--- config.mk ---
export PLATFORM = sky130hd
export DESIGN_NAME = glip_channel_mux
export DESIGN_NICKNAME = d
export VERILOG_FILES = /design/src/rtl/glip_channel_mux.sv
export SDC_FILE = /design/constraint.sdc
export NUM_CORES = 1
export LEC_CHECK = 0
export BUFFER_PORTS_ARGS = -buffer_cell sky130_fd_sc_hd__buf_2
export CAP_MARGIN = 20
export CORE_MARGIN = 3
export CORE_UTILIZATION = 42
export DETAILED_ROUTE_END_ITERATION = 10
export GPL_ROUTABILITY_DRIVEN = 0
export PLACE_DENSITY = 0.78
export SLEW_MARGIN = 20
export SYNTH_ARGS = -nofsm -noshare
export SYNTH_HDL_FRONTEND = slang
export SYNTH_SLANG_ARGS = --single-unit
--- constraint.sdc ---
create_clock -name clk_logic -period 2.4 [get_ports clk_logic]
set_input_delay 0.24 -clock clk_logic [delete_from_list [all_inputs] [get_ports clk_logic]]
set_output_delay 0.24 -clock clk_logic [all_outputs]
set_load 0.1 [all_outputs]
--- src/rtl/glip_channel_mux.sv ---
// glip_channel_mux: shares one GLIP FIFO stream pair between CHANNELS logical channels using header-framed bursts.
// Define GLIP_CHANNEL_MUX_STATS_EN to build the saturating inbound drop counter on stat_drop_words.

module glip_channel_mux #(
    parameter int WIDTH     = 16,
    parameter int CHANNELS  = 4,
    parameter int MAX_BURST = 8
) (
    input  logic                         clk_logic,
    input  logic                         rst,
    output logic [WIDTH-1:0]             fifo_out_data,
    output logic                         fifo_out_valid,
    input  logic                         fifo_out_ready,
    input  logic [WIDTH-1:0]             fifo_in_data,
    input  logic                         fifo_in_valid,
    output logic                         fifo_in_ready,
    input  logic [CHANNELS*WIDTH-1:0]    ch_out_data,
    input  logic [CHANNELS-1:0]          ch_out_valid,
    output logic [CHANNELS-1:0]          ch_out_ready,
    input  logic [CHANNELS*(WIDTH-8)-1:0] ch_out_size,
    output logic [WIDTH-1:0]             ch_in_data,
    output logic [CHANNELS-1:0]          ch_in_valid,
    input  logic [CHANNELS-1:0]          ch_in_ready,
    output logic [15:0]                  stat_drop_words
);
    localparam int LW = WIDTH - 8;

    typedef enum logic [1:0] {O_IDLE = 2'd0, O_HDR = 2'd1, O_DATA = 2'd2} o_state_t;
    typedef enum logic [1:0] {I_HDR = 2'd0, I_DATA = 2'd1, I_DROP = 2'd2} i_state_t;

    o_state_t      o_state_r, o_state_s;
    i_state_t      i_state_r, i_state_s;
    logic [7:0]    grant_r, grant_s, rr_r, rr_s, id_r, id_s;
    logic [LW-1:0] ocnt_r, ocnt_s, icnt_r, icnt_s;
    logic          hi_found_s, lo_found_s;
    logic [7:0]    hi_id_s, lo_id_s, pick_id_s;
    logic [LW-1:0] hi_size_s, lo_size_s, pick_size_s, pick_len_s;
    logic [WIDTH-1:0] sel_data_s;
    logic          sel_valid_s, sel_in_ready_s, drop_inc_s;
    logic [7:0]    hdr_id_s;
    logic [LW-1:0] hdr_len_s;

    assign hdr_id_s   = fifo_in_data[WIDTH-1 -: 8];
    assign hdr_len_s  = fifo_in_data[LW-1:0];
    assign ch_in_data = fifo_in_data;

    // Round-robin pick: first requester at or above rr_r, otherwise the first requester overall
    always_comb begin
        hi_found_s = 1'b0;
        lo_found_s = 1'b0;
        hi_id_s    = 8'd0;
        lo_id_s    = 8'd0;
        hi_size_s  = {LW{1'b0}};
        lo_size_s  = {LW{1'b0}};
        for (int j = 0; j < CHANNELS; j++) begin
            if (ch_out_size[j*LW +: LW] != {LW{1'b0}}) begin
                if (!hi_found_s && (8'(j) >= rr_r)) begin
                    hi_found_s = 1'b1;
                    hi_id_s    = 8'(j);
                    hi_size_s  = ch_out_size[j*LW +: LW];
                end else begin
                    hi_found_s = hi_found_s;
                end
                if (!lo_found_s) begin
                    lo_found_s = 1'b1;
                    lo_id_s    = 8'(j);
                    lo_size_s  = ch_out_size[j*LW +: LW];
                end else begin
                    lo_found_s = lo_found_s;
                end
            end else begin
                lo_found_s = lo_found_s;
            end
        end
        pick_id_s   = hi_found_s ? hi_id_s : lo_id_s;
        pick_size_s = hi_found_s ? hi_size_s : lo_size_s;
        pick_len_s  = (pick_size_s > LW'(MAX_BURST)) ? LW'(MAX_BURST) : pick_size_s;
    end

    // Granted channel's outbound word and valid, and addressed channel's inbound ready
    always_comb begin
        sel_data_s     = {WIDTH{1'b0}};
        sel_valid_s    = 1'b0;
        sel_in_ready_s = 1'b0;
        for (int j = 0; j < CHANNELS; j++) begin
            if (grant_r == 8'(j)) begin
                sel_data_s  = ch_out_data[j*WIDTH +: WIDTH];
                sel_valid_s = ch_out_valid[j];
            end else begin
                sel_valid_s = sel_valid_s;
            end
            if (id_r == 8'(j)) begin
                sel_in_ready_s = ch_in_ready[j];
            end else begin
                sel_in_ready_s = sel_in_ready_s;
            end
        end
    end

    // Outbound FSM next state and outputs
    always_comb begin
        o_state_s      = o_state_r;
        grant_s        = grant_r;
        ocnt_s         = ocnt_r;
        rr_s           = rr_r;
        fifo_out_data  = {WIDTH{1'b0}};
        fifo_out_valid = 1'b0;
        ch_out_ready   = {CHANNELS{1'b0}};
        case (o_state_r)
            O_IDLE: begin
                if (hi_found_s || lo_found_s) begin
                    grant_s   = pick_id_s;
                    ocnt_s    = pick_len_s;
                    o_state_s = O_HDR;
                end else begin
                    o_state_s = O_IDLE;
                end
            end
            O_HDR: begin
                fifo_out_data  = {grant_r, ocnt_r};
                fifo_out_valid = 1'b1;
                if (fifo_out_ready) begin
                    o_state_s = O_DATA;
                end else begin
                    o_state_s = O_HDR;
                end
            end
            O_DATA: begin
                fifo_out_data  = sel_data_s;
                fifo_out_valid = sel_valid_s;
                for (int j = 0; j < CHANNELS; j++) begin
                    ch_out_ready[j] = fifo_out_ready & (grant_r == 8'(j));
                end
                if (sel_valid_s && fifo_out_ready) begin
                    if (ocnt_r == LW'(1)) begin
                        o_state_s = O_IDLE;
                        rr_s      = (grant_r == 8'(CHANNELS - 1)) ? 8'd0 : grant_r + 8'd1;
                    end else begin
                        ocnt_s = ocnt_r - LW'(1);
                    end
                end else begin
                    o_state_s = O_DATA;
                end
            end
            default: o_state_s = O_IDLE;
        endcase
        if (rst) begin
            fifo_out_valid = 1'b0;
            ch_out_ready   = {CHANNELS{1'b0}};
        end else begin
            fifo_out_valid = fifo_out_valid;
        end
    end

    // Inbound FSM next state and outputs
    always_comb begin
        i_state_s     = i_state_r;
        id_s          = id_r;
        icnt_s        = icnt_r;
        fifo_in_ready = 1'b0;
        ch_in_valid   = {CHANNELS{1'b0}};
        drop_inc_s    = 1'b0;
        case (i_state_r)
            I_HDR: begin
                fifo_in_ready = 1'b1;
                if (fifo_in_valid) begin
                    if (hdr_len_s == {LW{1'b0}}) begin
                        drop_inc_s = 1'b1;
                    end else if (hdr_id_s >= 8'(CHANNELS)) begin
                        icnt_s    = hdr_len_s;
                        i_state_s = I_DROP;
                    end else begin
                        id_s      = hdr_id_s;
                        icnt_s    = hdr_len_s;
                        i_state_s = I_DATA;
                    end
                end else begin
                    i_state_s = I_HDR;
                end
            end
            I_DATA: begin
                fifo_in_ready = sel_in_ready_s;
                for (int j = 0; j < CHANNELS; j++) begin
                    ch_in_valid[j] = fifo_in_valid & (id_r == 8'(j));
                end
                if (fifo_in_valid && sel_in_ready_s) begin
                    if (icnt_r == LW'(1)) begin
                        i_state_s = I_HDR;
                    end else begin
                        icnt_s = icnt_r - LW'(1);
                    end
                end else begin
                    i_state_s = I_DATA;
                end
            end
            I_DROP: begin
                fifo_in_ready = 1'b1;
                if (fifo_in_valid) begin
                    drop_inc_s = 1'b1;
                    if (icnt_r == LW'(1)) begin
                        i_state_s = I_HDR;
                    end else begin
                        icnt_s = icnt_r - LW'(1);
                    end
                end else begin
                    i_state_s = I_DROP;
                end
            end
            default: i_state_s = I_HDR;
        endcase
        if (rst) begin
            fifo_in_ready = 1'b0;
            ch_in_valid   = {CHANNELS{1'b0}};
        end else begin
            fifo_in_ready = fifo_in_ready;
        end
    end

    // State registers for both FSMs
    always_ff @(posedge clk_logic) begin
        if (rst) begin
            o_state_r <= O_IDLE;
            grant_r   <= 8'd0;
            rr_r      <= 8'd0;
            ocnt_r    <= {LW{1'b0}};
            i_state_r <= I_HDR;
            id_r      <= 8'd0;
            icnt_r    <= {LW{1'b0}};
        end else begin
            o_state_r <= o_state_s;
            grant_r   <= grant_s;
            rr_r      <= rr_s;
            ocnt_r    <= ocnt_s;
            i_state_r <= i_state_s;
            id_r      <= id_s;
            icnt_r    <= icnt_s;
        end
    end

`ifdef GLIP_CHANNEL_MUX_STATS_EN
    logic [15:0] drop_cnt_r;

    // Saturating count of discarded inbound words
    always_ff @(posedge clk_logic) begin
        if (rst) begin
            drop_cnt_r <= 16'h0000;
        end else if (drop_inc_s && (drop_cnt_r != 16'hFFFF)) begin
            drop_cnt_r <= drop_cnt_r + 16'h0001;
        end else begin
            drop_cnt_r <= drop_cnt_r;
        end
    end

    assign stat_drop_words = drop_cnt_r;
`else
    logic unused_drop_s;
    assign unused_drop_s   = drop_inc_s;
    assign stat_drop_words = 16'h0000;
`endif

endmodule

==> metrics.cfg <==
[synth]
synth_top_family_by_area = compound AO/OA/AOI/OAI gates
synth-seq-area-share_pct = 18.5
yosys_register_bits = 32
yosysTopAreaCell = dfxtp_1
synthAdderAreaFrac_pct = 5.79
yosys.area_share.simple_pct = 28.8
netlist_top_cells_area = dfxtp_1 (19%), nor2_1 (7.6%), a21oi_1 (7.4%)
synth.area.mux_share_pct = 2.10
syn_inst = 513
synth-compound-area-share_pct = 30.8
syn_area_per_cell_um2 = 6.74
synth_edf_count = 0
synthFlopType = dfxtp_1
syn_area_mm2 = 0.00346
synth.most_common_cell = nor2_1
ys_warn_count = 0
ys_async_sr_fraction_pct = 0
synth_common_cells = nor2_1 (70), a21oi_1 (51), nand2_1 (48), buf_4 (32), dfxtp_1 (32)
synth-xor-area-share_pct = 1.27
ys_types = 58
synth_top_area_share_pct = 18.5

[cts]
clk_latency_ns = 0.28
root_buffer = clkbuf_8
cts_hold_buf = 0
htree_levels = 2
cts_sinks = 32
cts_buffer_depth = 2
cts_tree = done
cts.clk_slew.worst_paths_ns = 0.07
numCtsBuffers = 5

[status]
status = complete, but fails checks
violations = setup timing

[sta]
setup_violations = 2
relSlewSlack_pct = 60.1
hold_viol = 0
hold_slack_ns = 0.209
finalMaxSlewViolations = 0
min_period_ns = 2.42
fin_ws_ns = -0.0221
fmaxAchievable_ghz = 0.413
tns_ns = -0.0230
rsz0062_at_grt = yes
fin_crit_sh_pct = 101
tightest_slew_ns = 0.598
fin_skew_ns = 0.00872

[die]
ioPinCount = 182
row_count = 32
die_h_um = 96.7
initial_utilization_pct = 44.1
coreArea_mm2 = 0.00785
dieArea_mm2 = 0.00936
die_w_um = 96.7

[power_and_ir_drop]
p_per_area_mw_per_mm2 = 425
p_leak_uw = 0.00235
max-vdd-ir-drop_v = 0.000327

[worst_setup_path]
cp.arrival_ns = 2.18
critPathKind = reg -> out
worst_setup_path_start_kind = flop
rrSetupSlack_ns = 0.17
cp_data_required_time_ns = 2.16
crit_path_end_kind = output pin
worstPathMaxFanout = 8

[placed_design]
placed_area_mm2 = 0.00494
io_buffer_count = 165
place_hpwl_mm = 9.70
pre_cts_ws_ns = -0.290

[global_route]
antenna_found_initial = 0
grt_pass1_wl_mm = 18.8
groute.usage.overall_pct = 23.2
busiest_layer = met2
met1_usage_pct = 27.8
grt_pass1_vias = 4169
overflow = 0
gr-usage-met3_pct = 3.03
grt_max_degree = 35
met2_usage_pct = 43.0

[finish]
antenna_cells = 0
syn_to_final_growth_pct = 50.2
final_area_mm2 = 0.00519
postLayoutCoreUtil_pct = 66.2
nNetsFinal = 828
drive_gt1_share_pct = 39.5

[run]
drv_cap = 0

[routing]
post_drt_wl_per_cell_um = 14.9
drc = 0
drt_pass1_iterations = 5
drt_iter0_drc = 178
vias = 4320
detail_route.vias_per_cell = 5.46
ant_nets = 0
wl_mm = 11.8

[worst_hold_path]
hp-class = in -> reg

## timing repair
action | CTS | global route
setup endpoints to repair | 18 | 27
gates resized for setup | 9 | 28
pin swaps | 3 | 9
setup buffers | 0 | 1
gates cloned | 1 | 0
## cell families after synthesis
kind of cell | Yosys count
adder cells (fa/ha/maj) | 16
other | 1
multiplexers | 6
AO/OA/AOI/OAI | 164
AND/OR/NAND/NOR | 206
buffers and inverters | 83
flip-flops | 32
XOR/XNOR | 5
## worst max-delay path, stage by stage (launching register included)
cell     delay [ns]
dfxtp_2        0.33
inv_2          0.06
ha_4           0.17
buf_6          0.13
nor2b_4        0.21
buf_6          0.13
a22oi_2        0.05
nor2_1         0.14
a21oi_2        0.05
o21ai_1        0.20
a22oi_2        0.10
nor2b_4        0.16
buf_12         0.18
## flip-flops by register name (all words and copies together), names as in the netlist
name,flops
icnt_r,8
id_r,8
ocnt_r,8
grant_r,2
i_state_r,2
o_state_r,2
rr_r,2
## final cells by class
type,instances,area (um^2)
multi-input cells,414,2700
fillers,671,2650
repair buffers,214,1540
flip-flops and latches,32,643
well taps,102,128
inverters,21,78.8
clock buffers,6,72.6
clock inverters,2,35.0
## final timing paths
kind	from	endpoint	depth (start not counted)
max	grant_r[1]	fifo_out_data[2]	12
min	fifo_in_data[8]	id_r[0]	3
min reg2reg	id_r[2]	id_r[2]	1
max reg2reg	id_r[1]	icnt_r[2]	7
## cells in the final DEF, fill, tap and decap left out, types with 8 or more instances in the layout
master	synthesis	final
buf_2	2	141
nor2_1	70	63
a21oi_1	51	48
nand2_1	48	48
buf_4	32	46
dfxtp_1	32	30
o21ai_0	28	24
a22oi_1	30	23
buf_12	0	21
inv_1	21	19
conb_1	1	16
nor3_1	19	15
ha_1	16	13
nor2b_4	0	12
and2_1	12	11
or3_1	8	8
nand3_1	8	8
o22ai_1	8	8
## metal layers
metal / vias to the layer above / routed length (um)
met2: 168 / 6080
met1: 1991 / 4890
met4: 0 / 174
li1: 2149 / -
met5: - / 0
met3: 12 / 672
## power by group
| group | internal (uW) | leakage (uW) | switching [uW] |
|---|---|---|---|
| combinational | 390 | 0.00203 | 692 |
| clock | 308 | 0.0000552 | 194 |
| sequential | 575 | 0.000262 | 50.6 |
## per-stage QoR
step,instances,power [uW]
floorplan,528,1400
global placement,781,1660
detailed placement,781,1690
CTS,790,2200
global route,791,2330
finish,791,2210
(Power assumes the default switching activity.)
